$ cat config.mk
export PLATFORM = sky130hd
export DESIGN_NAME = avalon_sdram_tester_flat
export DESIGN_NICKNAME = d
export VERILOG_FILES = /design/src/rtl/avalon_sdram_tester_if.sv /design/src/rtl/avalon_sdram_tester.sv /design/src/flat_wrapper.sv
export SDC_FILE = /design/constraint.sdc
export NUM_CORES = 1
export LEC_CHECK = 0
export BUFFER_PORTS_ARGS = -buffer_cell sky130_fd_sc_hd__buf_2
export CAP_MARGIN = 25
export CORE_MARGIN = 3
export CORE_UTILIZATION = 45
export CTS_BUF_LIST = sky130_fd_sc_hd__clkbuf_16
export DETAILED_ROUTE_END_ITERATION = 10
export MAX_ROUTING_LAYER = met4
export PLACE_DENSITY = 0.69
export SYNTH_ARGS = -nofsm -noshare
export SYNTH_HDL_FRONTEND = slang
export SYNTH_SLANG_ARGS = --single-unit
$ cat constraint.sdc
create_clock -name clk -period 2.4 [get_ports clk]
set_input_delay 0 -clock clk [delete_from_list [all_inputs] [get_ports clk]]
set_output_delay 0 -clock clk [all_outputs]
set_load 0.01 [all_outputs]
$ cat src/rtl/avalon_sdram_tester_if.sv
// avalon_sdram_tester_if
//   Avalon-MM bus between the SDRAM tester (master) and the SDRAM controller
//   slave port. Parameterised by word-address width AW and data width DW.
//
//   Handshake: a request (avm_read or avm_write) is accepted on a rising
//   clock edge where it is high and avm_waitrequest is low. While
//   avm_waitrequest is high the master keeps the request, address and write
//   data unchanged. Read data returns later, in request order, qualified by
//   avm_readdatavalid; there is no back-pressure on returned data.
//
//   Signals
//     avm_read, avm_write   master -> slave   request strobes (never both high)
//     avm_address  [AW]     master -> slave   word address
//     avm_writedata[DW]     master -> slave   write data
//     avm_byteenable[DW/8]  master -> slave   byte lanes
//     avm_waitrequest       slave  -> master  stall
//     avm_readdata [DW]     slave  -> master  read data
//     avm_readdatavalid     slave  -> master  read data qualifier
interface avalon_sdram_tester_if #(
  parameter int AW = 24,
  parameter int DW = 16
);
  logic            avm_read;
  logic            avm_write;
  logic [AW-1:0]   avm_address;
  logic [DW-1:0]   avm_writedata;
  logic [DW/8-1:0] avm_byteenable;
  logic            avm_waitrequest;
  logic [DW-1:0]   avm_readdata;
  logic            avm_readdatavalid;

  modport master (
    output avm_read,
    output avm_write,
    output avm_address,
    output avm_writedata,
    output avm_byteenable,
    input  avm_waitrequest,
    input  avm_readdata,
    input  avm_readdatavalid
  );

  modport slave (
    input  avm_read,
    input  avm_write,
    input  avm_address,
    input  avm_writedata,
    input  avm_byteenable,
    output avm_waitrequest,
    output avm_readdata,
    output avm_readdatavalid
  );
endinterface

$ cat src/rtl/avalon_sdram_tester.sv
// avalon_sdram_tester
//   Avalon-MM master that exercises an SDRAM controller: on start it writes a
//   deterministic pattern to NUM_WORDS consecutive word addresses starting at
//   BASE_ADDR, reads the range back with up to MAX_OUTSTANDING pipelined reads,
//   compares every returned word and reports pass / error count / first
//   failing address.
//
//   Optional feature macro: SDRAM_TESTER_LFSR_EN
//     undefined : pat(i) = {DW/16{SEED ^ i[15:0]}}
//     defined   : pattern comes from a 16-bit Galois LFSR
//                 (x^16+x^14+x^13+x^11+1) seeded with SEED (0 -> 1); one LFSR
//                 steps per accepted write, a twin steps per returned word.
//
//   Ports
//     clk, reset      clock, synchronous active-high reset
//     start           1-cycle pulse, honoured only when idle
//     busy            high in every state except IDLE
//     done            1-cycle pulse at the end of a test
//     pass            last test had no errors; held until next start
//     err_cnt         saturating mismatch count
//     first_err_addr  address of the first mismatch (0 if none)
//     dbg_state       current FSM state (IDLE=0 WRITE=1 READ=2 DRAIN=3 FINISH=4)
//     avm             Avalon-MM master port (see avalon_sdram_tester_if)
module avalon_sdram_tester #(
  parameter int            AW              = 24,
  parameter int            DW              = 16,
  parameter int            NUM_WORDS       = 256,
  parameter logic [AW-1:0] BASE_ADDR       = '0,
  parameter logic [15:0]   SEED            = 16'hA5C3,
  parameter int            MAX_OUTSTANDING = 4
) (
  input  logic                         clk,
  input  logic                         reset,
  input  logic                         start,
  output logic                         busy,
  output logic                         done,
  output logic                         pass,
  output logic [15:0]                  err_cnt,
  output logic [AW-1:0]                first_err_addr,
  output logic [2:0]                   dbg_state,
  avalon_sdram_tester_if.master        avm
);

  localparam logic [2:0] S_IDLE   = 3'd0;
  localparam logic [2:0] S_WRITE  = 3'd1;
  localparam logic [2:0] S_READ   = 3'd2;
  localparam logic [2:0] S_DRAIN  = 3'd3;
  localparam logic [2:0] S_FINISH = 3'd4;

  // Index counters must cover both the address range and the 16 bits the
  // XOR pattern uses. They never need to reach NUM_WORDS: each phase ends on
  // acceptance of index NUM_WORDS-1.
  localparam int CW = (AW > 16) ? AW : 16;
  localparam logic [CW-1:0] LAST_IDX = CW'(NUM_WORDS - 1);

  localparam int OW = $clog2(MAX_OUTSTANDING + 1);
  localparam logic [OW-1:0] OUT_CAP = OW'(MAX_OUTSTANDING);

  logic [2:0]    state_q, state_d;
  logic [CW-1:0] wr_idx_q, wr_idx_d;
  logic [CW-1:0] rd_idx_q, rd_idx_d;
  logic [CW-1:0] chk_idx_q, chk_idx_d;
  logic [OW-1:0] outst_q, outst_d;
  logic [15:0]   err_cnt_q, err_cnt_d;
  logic [AW-1:0] first_err_addr_q, first_err_addr_d;
  logic          pass_q, pass_d;

  logic          wr_req, rd_req, wr_acc, rd_acc;
  logic          chk_en, spurious, mismatch;
  logic [15:0]   wr_pat16, chk_pat16;
  logic [DW-1:0] wr_data, chk_data;
  logic [15:0]   err_base;

`ifdef SDRAM_TESTER_LFSR_EN
  localparam logic [15:0] LFSR_SEED = (SEED == 16'h0) ? 16'h0001 : SEED;

  logic [15:0] wr_lfsr_q, wr_lfsr_d;
  logic [15:0] chk_lfsr_q, chk_lfsr_d;

  // Right-shifting Galois form; 16'hB400 holds the x^16, x^14, x^13, x^11 taps.
  function automatic logic [15:0] lfsr_next(input logic [15:0] s);
    lfsr_next = s[0] ? ((s >> 1) ^ 16'hB400) : (s >> 1);
  endfunction

  assign wr_pat16  = wr_lfsr_q;
  assign chk_pat16 = chk_lfsr_q;
`else
  assign wr_pat16  = SEED ^ wr_idx_q[15:0];
  assign chk_pat16 = SEED ^ chk_idx_q[15:0];
`endif

  assign wr_data  = {(DW/16){wr_pat16}};
  assign chk_data = {(DW/16){chk_pat16}};

  // Request strobes depend only on registered state, so they cannot change
  // while the slave stalls: outst only grows on an accepted read and the
  // indices only move on acceptance.
  assign wr_req = (state_q == S_WRITE);
  assign rd_req = (state_q == S_READ) && (outst_q < OUT_CAP);
  assign wr_acc = wr_req && !avm.avm_waitrequest;
  assign rd_acc = rd_req && !avm.avm_waitrequest;

  // A returned word is only genuine while reads are in flight; anything else
  // is counted as an error without disturbing the check sequence.
  assign chk_en   = avm.avm_readdatavalid &&
                    ((state_q == S_READ) || (state_q == S_DRAIN)) &&
                    (outst_q != '0);
  assign spurious = avm.avm_readdatavalid && !chk_en;
  assign mismatch = chk_en && (avm.avm_readdata != chk_data);

  always_comb begin
    state_d          = state_q;
    wr_idx_d         = wr_idx_q;
    rd_idx_d         = rd_idx_q;
    chk_idx_d        = chk_idx_q;
    outst_d          = outst_q;
    err_base         = err_cnt_q;
    err_cnt_d        = err_cnt_q;
    first_err_addr_d = first_err_addr_q;
    pass_d           = pass_q;
`ifdef SDRAM_TESTER_LFSR_EN
    wr_lfsr_d        = wr_lfsr_q;
    chk_lfsr_d       = chk_lfsr_q;
`endif

    case (state_q)
      S_IDLE: begin
        if (start) begin
          state_d          = S_WRITE;
          wr_idx_d         = '0;
          rd_idx_d         = '0;
          chk_idx_d        = '0;
          err_base         = '0;
          first_err_addr_d = '0;
          pass_d           = 1'b0;
`ifdef SDRAM_TESTER_LFSR_EN
          wr_lfsr_d        = LFSR_SEED;
          chk_lfsr_d       = LFSR_SEED;
`endif
        end
      end
      S_WRITE: begin
        if (wr_acc) begin
          wr_idx_d = wr_idx_q + 1'b1;
`ifdef SDRAM_TESTER_LFSR_EN
          wr_lfsr_d = lfsr_next(wr_lfsr_q);
`endif
          if (wr_idx_q == LAST_IDX) state_d = S_READ;
        end
      end
      S_READ: begin
        if (rd_acc) begin
          rd_idx_d = rd_idx_q + 1'b1;
          if (rd_idx_q == LAST_IDX) state_d = S_DRAIN;
        end
      end
      S_DRAIN: begin
        if (outst_q == '0) state_d = S_FINISH;
      end
      S_FINISH: begin
        pass_d  = (err_cnt_q == '0);
        state_d = S_IDLE;
      end
      default: state_d = S_IDLE;
    endcase

    // Issue and return in the same cycle cancel out.
    case ({rd_acc, chk_en})
      2'b10:   outst_d = outst_q + 1'b1;
      2'b01:   outst_d = outst_q - 1'b1;
      default: outst_d = outst_q;
    endcase

    if (chk_en) begin
      chk_idx_d = chk_idx_q + 1'b1;
`ifdef SDRAM_TESTER_LFSR_EN
      chk_lfsr_d = lfsr_next(chk_lfsr_q);
`endif
    end

    err_cnt_d = err_base;
    if (mismatch || spurious) begin
      if (err_base != 16'hFFFF) err_cnt_d = err_base + 1'b1;
      if (mismatch && (err_base == '0))
        first_err_addr_d = BASE_ADDR + chk_idx_q[AW-1:0];
    end
  end

  always_ff @(posedge clk) begin
    if (reset) begin
      state_q          <= S_IDLE;
      wr_idx_q         <= '0;
      rd_idx_q         <= '0;
      chk_idx_q        <= '0;
      outst_q          <= '0;
      err_cnt_q        <= '0;
      first_err_addr_q <= '0;
      pass_q           <= 1'b0;
    end else begin
      state_q          <= state_d;
      wr_idx_q         <= wr_idx_d;
      rd_idx_q         <= rd_idx_d;
      chk_idx_q        <= chk_idx_d;
      outst_q          <= outst_d;
      err_cnt_q        <= err_cnt_d;
      first_err_addr_q <= first_err_addr_d;
      pass_q           <= pass_d;
    end
  end

`ifdef SDRAM_TESTER_LFSR_EN
  always_ff @(posedge clk) begin
    if (reset) begin
      wr_lfsr_q  <= '0;
      chk_lfsr_q <= '0;
    end else begin
      wr_lfsr_q  <= wr_lfsr_d;
      chk_lfsr_q <= chk_lfsr_d;
    end
  end
`endif

  assign busy           = (state_q != S_IDLE);
  assign done           = (state_q == S_FINISH);
  assign pass           = pass_q;
  assign err_cnt        = err_cnt_q;
  assign first_err_addr = first_err_addr_q;
  assign dbg_state      = state_q;

  // Address arithmetic wraps modulo 2**AW by truncation.
  assign avm.avm_read       = rd_req;
  assign avm.avm_write      = wr_req;
  assign avm.avm_address    = wr_req                 ? (BASE_ADDR + wr_idx_q[AW-1:0]) :
                              (state_q == S_READ)    ? (BASE_ADDR + rd_idx_q[AW-1:0]) :
                              '0;
  assign avm.avm_writedata  = wr_req ? wr_data : '0;
  assign avm.avm_byteenable = '1;

endmodule

$ cat src/flat_wrapper.sv
// flat-port wrapper written by rule: the top's interface ports become plain ports
module avalon_sdram_tester_flat 
#(
  parameter int            AW              = 24,
  parameter int            DW              = 16,
  parameter int            NUM_WORDS       = 256,
  parameter logic [AW-1:0] BASE_ADDR       = '0,
  parameter logic [15:0]   SEED            = 16'hA5C3,
  parameter int            MAX_OUTSTANDING = 4
)
  (clk, reset, start, busy, done, pass, err_cnt, first_err_addr, dbg_state, avm_avm_read, avm_avm_write, avm_avm_address, avm_avm_writedata, avm_avm_byteenable, avm_avm_waitrequest, avm_avm_readdata, avm_avm_readdatavalid);
  avalon_sdram_tester_if #(.AW(AW), .DW(DW)) avm_i ();
  input  logic clk;
  input  logic reset;
  input  logic start;
  output logic busy;
  output logic done;
  output logic pass;
  output logic [15:0] err_cnt;
  output logic [AW-1:0] first_err_addr;
  output logic [2:0] dbg_state;
  output wire logic [$bits(avm_i.avm_read)-1:0] avm_avm_read;
  output wire logic [$bits(avm_i.avm_write)-1:0] avm_avm_write;
  output wire logic [$bits(avm_i.avm_address)-1:0] avm_avm_address;
  output wire logic [$bits(avm_i.avm_writedata)-1:0] avm_avm_writedata;
  output wire logic [$bits(avm_i.avm_byteenable)-1:0] avm_avm_byteenable;
  input wire logic [$bits(avm_i.avm_waitrequest)-1:0] avm_avm_waitrequest;
  input wire logic [$bits(avm_i.avm_readdata)-1:0] avm_avm_readdata;
  input wire logic [$bits(avm_i.avm_readdatavalid)-1:0] avm_avm_readdatavalid;
  assign avm_avm_read = avm_i.avm_read;
  assign avm_avm_write = avm_i.avm_write;
  assign avm_avm_address = avm_i.avm_address;
  assign avm_avm_writedata = avm_i.avm_writedata;
  assign avm_avm_byteenable = avm_i.avm_byteenable;
  assign avm_i.avm_waitrequest = avm_avm_waitrequest;
  assign avm_i.avm_readdata = avm_avm_readdata;
  assign avm_i.avm_readdatavalid = avm_avm_readdatavalid;
  avalon_sdram_tester #(.AW(AW), .DW(DW), .NUM_WORDS(NUM_WORDS), .BASE_ADDR(BASE_ADDR), .SEED(SEED), .MAX_OUTSTANDING(MAX_OUTSTANDING)) u_core (.clk(clk), .reset(reset), .start(start), .busy(busy), .done(done), .pass(pass), .err_cnt(err_cnt), .first_err_addr(first_err_addr), .dbg_state(dbg_state), .avm(avm_i));
endmodule
==> results of run 1 <==
==> worst register-to-register path, stage by stage (launching register included) <==
cell	delay [ns]
dfxtp_1	0.41
nor3_1	0.10
or3_1	0.39
inv_2	0.08
ha_1	0.18
inv_1	0.06
fa_1	0.38
xor2_1	0.16
or3_1	0.31
a21oi_1	0.14
==> how the worst max path moves through the flow <==
stage | startpoint | endpoint | slack, ns | depth (start not counted)
2_1_floorplan | u_core.outst_q[2] | u_core.outst_q[2] | 0.01 | 11
3_3_place_gp | u_core.chk_idx_q[13] | u_core.err_cnt[13] | 0.22 | 6
3_5_place_dp | u_core.dbg_state[1] | u_core.outst_q[2] | 0.15 | 9
4_1_cts | u_core.dbg_state[1] | u_core.outst_q[2] | 0.12 | 9
5_1_grt | u_core.dbg_state[1] | u_core.chk_idx_q[23] | 0.003 | 8
6_report | u_core.outst_q[2] | u_core.outst_q[2] | 0.13 | 9
==> state kept, by name, indices dropped and copies added, names as in the netlist <==
| name | cells |
|---|---|
| u_core.chk_idx_q | 24 |
| u_core.first_err_addr | 24 |
| u_core.rd_idx_q | 24 |
| u_core.wr_idx_q | 24 |
| u_core.err_cnt | 16 |
| u_core.dbg_state | 3 |
| u_core.outst_q | 3 |
| u_core.pass | 1 |
==> power by group <==
| group | total (mW) | leakage, nW | internal, mW | switching (mW) |
|---|---|---|---|---|
| logic | 0.211 | 1.75 | 0.0728 | 0.139 |
| clock network | 2.69 | 0.293 | 1.74 | 0.958 |
| registers | 1.99 | 0.959 | 1.98 | 0.00509 |
==> through the flow <==
step | cells | total power [mW] | hold WS [ns] | util [%]
floorplan | 746 | 2.16 | 0.180 | -
global placement | 1014 | 2.24 | 0.412 | 53.1
detailed placement | 1014 | 2.24 | 0.415 | 53.1
CTS | 1046 | 4.92 | 0.0188 | 58.0
global route | 1048 | 5.05 | 0.0316 | 58.2
finish | 1048 | 4.89 | 0.0327 | 58.2
==> layout by cell type, fill, tap and decap left out, types with 18 or more instances in the layout <==
master / synthesis / final
buf_2: 8 / 108
o21ai_0: 20 / 20
or3_1: 23 / 23
a21oi_1: 69 / 69
and3_1: 24 / 24
nor2_1: 82 / 82
nand2_1: 72 / 72
nand4_1: 18 / 18
buf_4: 4 / 32
dfxtp_1: 119 / 118
nand3_1: 55 / 55
xor2_1: 28 / 28
xnor2_1: 30 / 30
==> synth_stat cells (all sizes together), types with 3 or more instances <==
master | instances | area share [%]
a2111o | 3 | 0.56
a211o | 3 | 0.44
a211oi | 4 | 0.50
a21o | 10 | 1.3
a21oi | 69 | 5.8
a22o | 14 | 2.1
and2 | 9 | 0.94
and3 | 24 | 2.5
buf | 18 | 1.5
clkbuf | 26 | 1.6
dfxtp | 119 | 40
ha | 5 | 1.0
inv | 18 | 1.1
nand2 | 72 | 4.5
nand2b | 4 | 0.54
nand3 | 55 | 4.6
nand3b | 4 | 0.50
nand4 | 18 | 1.9
nand4b | 3 | 0.44
nor2 | 82 | 5.1
nor2b | 3 | 0.31
nor3 | 10 | 0.84
nor4 | 17 | 1.8
nor4b | 3 | 0.69
o211ai | 12 | 1.5
o21ai | 22 | 1.8
o31ai | 4 | 0.50
or2 | 7 | 0.73
or3 | 23 | 2.4
or4 | 4 | 0.56
xnor2 | 30 | 4.4
xor2 | 28 | 4.1
==> layout make-up <==
class / instances / share of cell area (%)
clock buffers: 17 / 5.70
clock inverters: 15 / 2.72
inverters: 18 / 0.906
multi-input cells: 565 / 44.8
flip-flops and latches: 119 / 32.0
well taps: 172 / 2.89
repair buffers: 142 / 11.0
==> cell families (layout without fill, tap and decap cells) <==
kind of cell,Yosys count,after routing,share of synthesized area (%)
mux,4,4,0.711
simple gates,343,343,29.1
other cells,1,2,0.0627
xor+xnor,58,58,8.50
fa+ha+maj,6,6,1.38
buf+inv,62,192,4.31
flops,119,119,39.8
compound gates,152,152,16.1
==> metal layers <==
| layer | global-route usage, % | vias to the layer above | wire length, µm |
|---|---|---|---|
| met3 | 5.36 | 27 | 1010 |
| li1 | - | 2880 | - |
| met5 | - | - | 0 |
| met2 | 38.1 | 200 | 8080 |
| met1 | 29.9 | 2826 | 7340 |
| met4 | 8.33 | 0 | 335 |
==> repair_timing <==
action	4_1_cts	5_1_grt
hold endpoints to repair	0	0
endpoints found under the setup margin	0	2
setup buffers	0	2
==> impl_metrics.tcl, run 1 <==
set metrics [dict create \
    outcome "complete, no violations" \
    final_nets 890 \
    grt_use_total_pct 23.8 \
    cts_hold_buffers 0 \
    synth-edff-count 0 \
    area_growth_pct 24.7 \
    place_area_um2 6820 \
    ir_drop_mv 0.516 \
    avgSynthCellArea_um2 8.03 \
    hold_depth 4 \
    cts_resized 0 \
    cts_sinks 119 \
    register_area_um2 2380 \
    setup_tns_ns 0 \
    die_w_um 121 \
    r2r-end "u_core.outst_q[2]" \
    portBuffers 108 \
    overflow 0 \
    relSlewSlack_pct 62.6 \
    viasPerCell 5.66 \
    end_kind "flip-flop" \
    ioPinCount 111 \
    r2r-start "u_core.outst_q[2]" \
    crit_slowest_cell "dfxtp_1" \
    clock_latency_ns 0.42 \
    dr.pass1.iters 5 \
    ys_async_sr_fraction_pct 0 \
    synth-seq-cells 119 \
    cts-root-buf "clkbuf_16" \
    drc 0 \
    reg2regPathDepth 9 \
    worst-path-buf-inv 2 \
    antenna_found_initial 0 \
    h-tree-depth 4 \
    crit_chain "nor3_1 > or3_1 > inv_2 > ha_1 > inv_1 > fa_1 > xor2_1 > or3_1 > a21oi_1" \
    cp.arrival_ns 2.62 \
    via_count 5933 \
    ff2ff_setup_slack_ns 0.13 \
    drive_gt1_share_pct 21.5 \
    wl_um 16800 \
    antennaDiodeCount 0 \
    fp.dieH_um 121 \
    period_share_pct 94.5 \
    max_freq_mhz 441 \
    cp_top_family "simple AND/OR/NAND/NOR gates" \
    grt_max_degree 50 \
    drt_iter0_drc 441 \
    cts_buffer_depth 2 \
    holdPathEnd "u_core.rd_idx_q[1]" \
    pre_cts_ws_ns 0.146 \
    rsz0062_at_grt "false" \
    drv_slew 0 \
    dp_hpwl_um 11900 \
    netlist_area_um2 5980 \
    ys.flop_type "dfxtp_1" \
    crit_fanout 6 \
    numCtsBuffers 17 \
    cpPeakStageDelay_ns 0.41 \
    ys_warn_count 0 \
    cts_tree "done" \
    crit_type "flip-flop to flip-flop" \
    clk_pin_slew_ns 0.06 \
    cap_violations 0 \
    core_area_um2 12800 \
    ys_seq_area_share_pct 39.8 \
    dieArea_um2 14700 \
    cp-start-kind "flip-flop" \
    wire_per_inst_um 16.0 \
    tightest_slew_ns 0.560 \
    min_period_ns 2.27 \
    hold_viol 0 \
    skew_ns 0.00894 \
    rows 41 \
    multi_input_comb_area_um2 3340 \
    grt_pass1_wl_um 27600 \
    initial_core_util_pct 46.6 \
    grt_pass1_vias 5686 \
    leakagePower_nw 3.00 \
    synthCells 745 \
    ant_nets 0 \
    synth.distinct_cells 55 \
    hold_path_class "input port to flip-flop" \
    crit_top_cell "or3_1" \
    layout_setup_ws_ns 0.132 \
    design_area_um2 7460 \
    cellPowerDensity_nw_per_um2 656 \
    finalSetupViolations 0 \
    nFillCells 1202 \
    cp.required_ns 2.75 \
    gp_congestion 0.890 \
    hp-start "avm_avm_waitrequest" \
]
Note: power is estimated with default switching activity, not from simulation.
==> inputs of run 2 (changes only) <==
Settings changed: ABC_AREA set to 1, PLACE_DENSITY 0.69 to 0.68.
==> run 2 against run 1 <==
Design area up 13%. Power up 25%. Highest routed layer unchanged. Register-to-register slack better by 0.09 ns.
==> impl_metrics.tcl, run 2 <==
set metrics [dict create \
    leakagePower_nw 3.70 \
    portBuffers 108 \
    crit_chain "inv_1 > nand3_4 > buf_12 > nand3_1 > nor2_2 > nand2_1 > inv_1 > nand2_2 > inv_2 > o21ai_0 > a21oi_1" \
    r2r-end "u_core.err_cnt[1]" \
    reg2regPathDepth 11 \
    dieArea_um2 17200 \
    ant_nets 0 \
    clk_pin_slew_ns 0.06 \
    dr.pass1.iters 5 \
    gp_congestion 0.917 \
    cp-start-kind "flip-flop" \
    via_count 7516 \
    crit_slowest_cell "dfxtp_1" \
    r2r-start "u_core.dbg_state[1]" \
    synthCells 1122 \
    synth_area_leaders "dfxtp_1 34%, nand2_1 14%, inv_1 8.8%, nor2_1 7.4%, o21ai_0 5.6%" \
    worst-path-buf-inv 4 \
    avgSynthCellArea_um2 6.27 \
    setup_tns_ns 0 \
    core_area_um2 15300 \
    synth_top_cells_by_count "257 x nand2_1, 165 x inv_1, 139 x nor2_1, 119 x dfxtp_1, 78 x o21ai_0" \
    internal_power_mw 4.03 \
    min_period_ns 2.18 \
    cellPowerDensity_nw_per_um2 728 \
    period_share_pct 90.9 \
    crit_fanout 30 \
    cp_top_family "simple AND/OR/NAND/NOR gates" \
    p_clk_share_pct 40.7 \
    rows 45 \
    hold_viol 0 \
    power_switching_mw 2.10 \
    outcome "complete, no violations" \
    yosysMostFrequentCell "nand2_1" \
    antenna_found_initial 0 \
    final_common_cell "nand2_1" \
    crit_type "flip-flop to flip-flop" \
    netlist.area_leader.share_pct 33.9 \
    synth.distinct_cells 48 \
    ioPinCount 111 \
    cts-root-buf "clkbuf_16" \
    ys_async_sr_fraction_pct 0 \
    drc 0 \
    die_w_um 131 \
    cpPeakStageDelay_ns 0.43 \
    final_nets 1261 \
    finalSetupViolations 0 \
    cp.required_ns 2.75 \
    cp.arrival_ns 2.53 \
    cap_violations 0 \
    grt_pass1_vias 6734 \
    skew_ns 0.0103 \
    ir_drop_mv 0.547 \
    cts_tree "done" \
    ys_seq_area_share_pct 33.9 \
    initial_core_util_pct 46.1 \
    ff2ff_setup_slack_ns 0.22 \
    hold_path_class "input port to flip-flop" \
    max_freq_mhz 458 \
    synth-edff-count 0 \
    grt_pass1_wl_um 32900 \
    ys_warn_count 0 \
    ys.flop_type "dfxtp_1" \
    hp-start "reset" \
    grt_use_total_pct 24.7 \
    clock_latency_ns 0.43 \
    viasPerCell 5.16 \
    drive_gt1_share_pct 15.8 \
    timing.hold.ws_ns 0.115 \
    wire_per_inst_um 14.0 \
    postCtsSetupRepairBufs 0 \
    overflow 0 \
    grt_max_degree 40 \
    numCtsBuffers 17 \
    synth_largest_area_cell "dfxtp_1" \
    crit_top_cell "inv_1" \
    final_cells 1458 \
    netlist_area_um2 7030 \
    antennaDiodeCount 0 \
    cts_buffer_depth 2 \
    cts_sinks 119 \
    combPwrFrac_pct 25.3 \
    nFillCells 1542 \
    rsz0062_at_grt "false" \
    placed_cells 1424 \
    fp.dieH_um 131 \
    holdPathEnd "u_core.chk_idx_q[7]" \
    wl_um 20300 \
    mostFrequentLayoutCells "257 x nand2_1, 166 x inv_1, 138 x nor2_1, 119 x dfxtp_1, 108 x buf_2" \
    synth-seq-cells 119 \
    area_growth_pct 20.0 \
    finalPower_mw 6.14 \
    h-tree-depth 4 \
    drt_iter0_drc 480 \
    drv_slew 0 \
    switching_share_pct 34.3 \
    seq_power_share_pct 33.9 \
    hold_depth 6 \
    end_kind "flip-flop" \
    dp_hpwl_um 14800 \
]
==> run 2: cell types whose count changed after synthesis, moves of 22 or more <==
cell and delta:
or3_1 -22, and3_1 -24, o21ai_0 +58, xnor2_1 -27, nand2_1 +185, nor2_1 +57, inv_1 +148
==> run 2: worst max path at each step <==
| stage | startpoint | end | cells past startpoint |
|---|---|---|---|
| 2_1_floorplan | u_core.dbg_state[1] | u_core.outst_q[2] | 11 |
| 3_3_place_gp | u_core.dbg_state[1] | u_core.first_err_addr[1] | 14 |
| 3_5_place_dp | u_core.dbg_state[1] | u_core.first_err_addr[16] | 14 |
| 4_1_cts | u_core.dbg_state[1] | u_core.first_err_addr[16] | 14 |
| 5_1_grt | u_core.dbg_state[1] | u_core.err_cnt[3] | 11 |
| 6_report | u_core.dbg_state[1] | u_core.err_cnt[1] | 11 |
==> run 2: tightest hold or removal path, cell delays in order <==
cell and delay (ns):
buf_2 0.11, inv_1 0.05, nand2_1 0.08, inv_1 0.11, o21ai_0 0.10, a21oi_1 0.04
==> run 2: power by group through the flow <==
| stage | Clock [mW] | Sequential [mW] | Combinational [mW] |
|---|---|---|---|
| after floorplan | 0 | 2.14 | 0.999 |
| after global placement | 0 | 2.12 | 1.54 |
| after detailed placement | 0 | 2.12 | 1.54 |
| after CTS | 2.55 | 2.08 | 1.55 |
| after global routing | 2.64 | 2.09 | 1.72 |
| final | 2.50 | 2.08 | 1.56 |
==> run 2: logic make-up (layout without fill, tap and decap cells) <==
kind of cell / after synthesis / after routing / share of synthesized area (%)
AOI/OAI and AO/OA: 195 / 195 / 15.0
xor gates and xnor gates: 12 / 12 / 1.50
adders and majority gates: 6 / 6 / 1.17
buffers and inverters: 209 / 333 / 11.9
DFF: 119 / 119 / 33.9
other: 1 / 2 / 0.0533
and+or+nand+nor: 580 / 580 / 36.4
==> run 2: final cells by class <==
cell class              count  area [µm²]  share of cell area, %
clock buffers              17         425                   5.04
clock inverters            15         156                   1.85
well taps                 211         264                   3.13
flip-flops and latches    119        2380                   28.2
inverters                 169         634                   7.52
multi-input cells         795        3820                   45.3
repair buffers            132         754                   8.95
==> run 2: metal layers <==
layer,global-route usage [%],vias to the layer above,wire (µm)
met5,-,-,0
met4,7.62,0,354
met3,5.00,33,1170
met2,37.7,243,9050
met1,33.1,3354,9770
li1,-,3886,-
==> run 2: stage by stage <==
| stage | cell area, µm² | worst slack (ns) | utilization [%] |
|---|---|---|---|
| 3_5_place_dp | 7830 | 0.226 | 51.3 |
| 3_3_place_gp | 7830 | 0.299 | 51.3 |
| 2_1_floorplan | 7030 | 0.0336 | - |
| 5_1_grt | 8430 | 0.00964 | 55.3 |
| 6_report | 8430 | 0.219 | 55.3 |
| 4_1_cts | 8430 | 0.201 | 55.2 |
==> run 2: what timing repair did <==
item | in CTS | in global routing
endpoints found under the hold margin | 4 | 0
gates resized for setup | 0 | 3
hold buffers | 2 | 0
endpoints found under the setup margin | 0 | 16
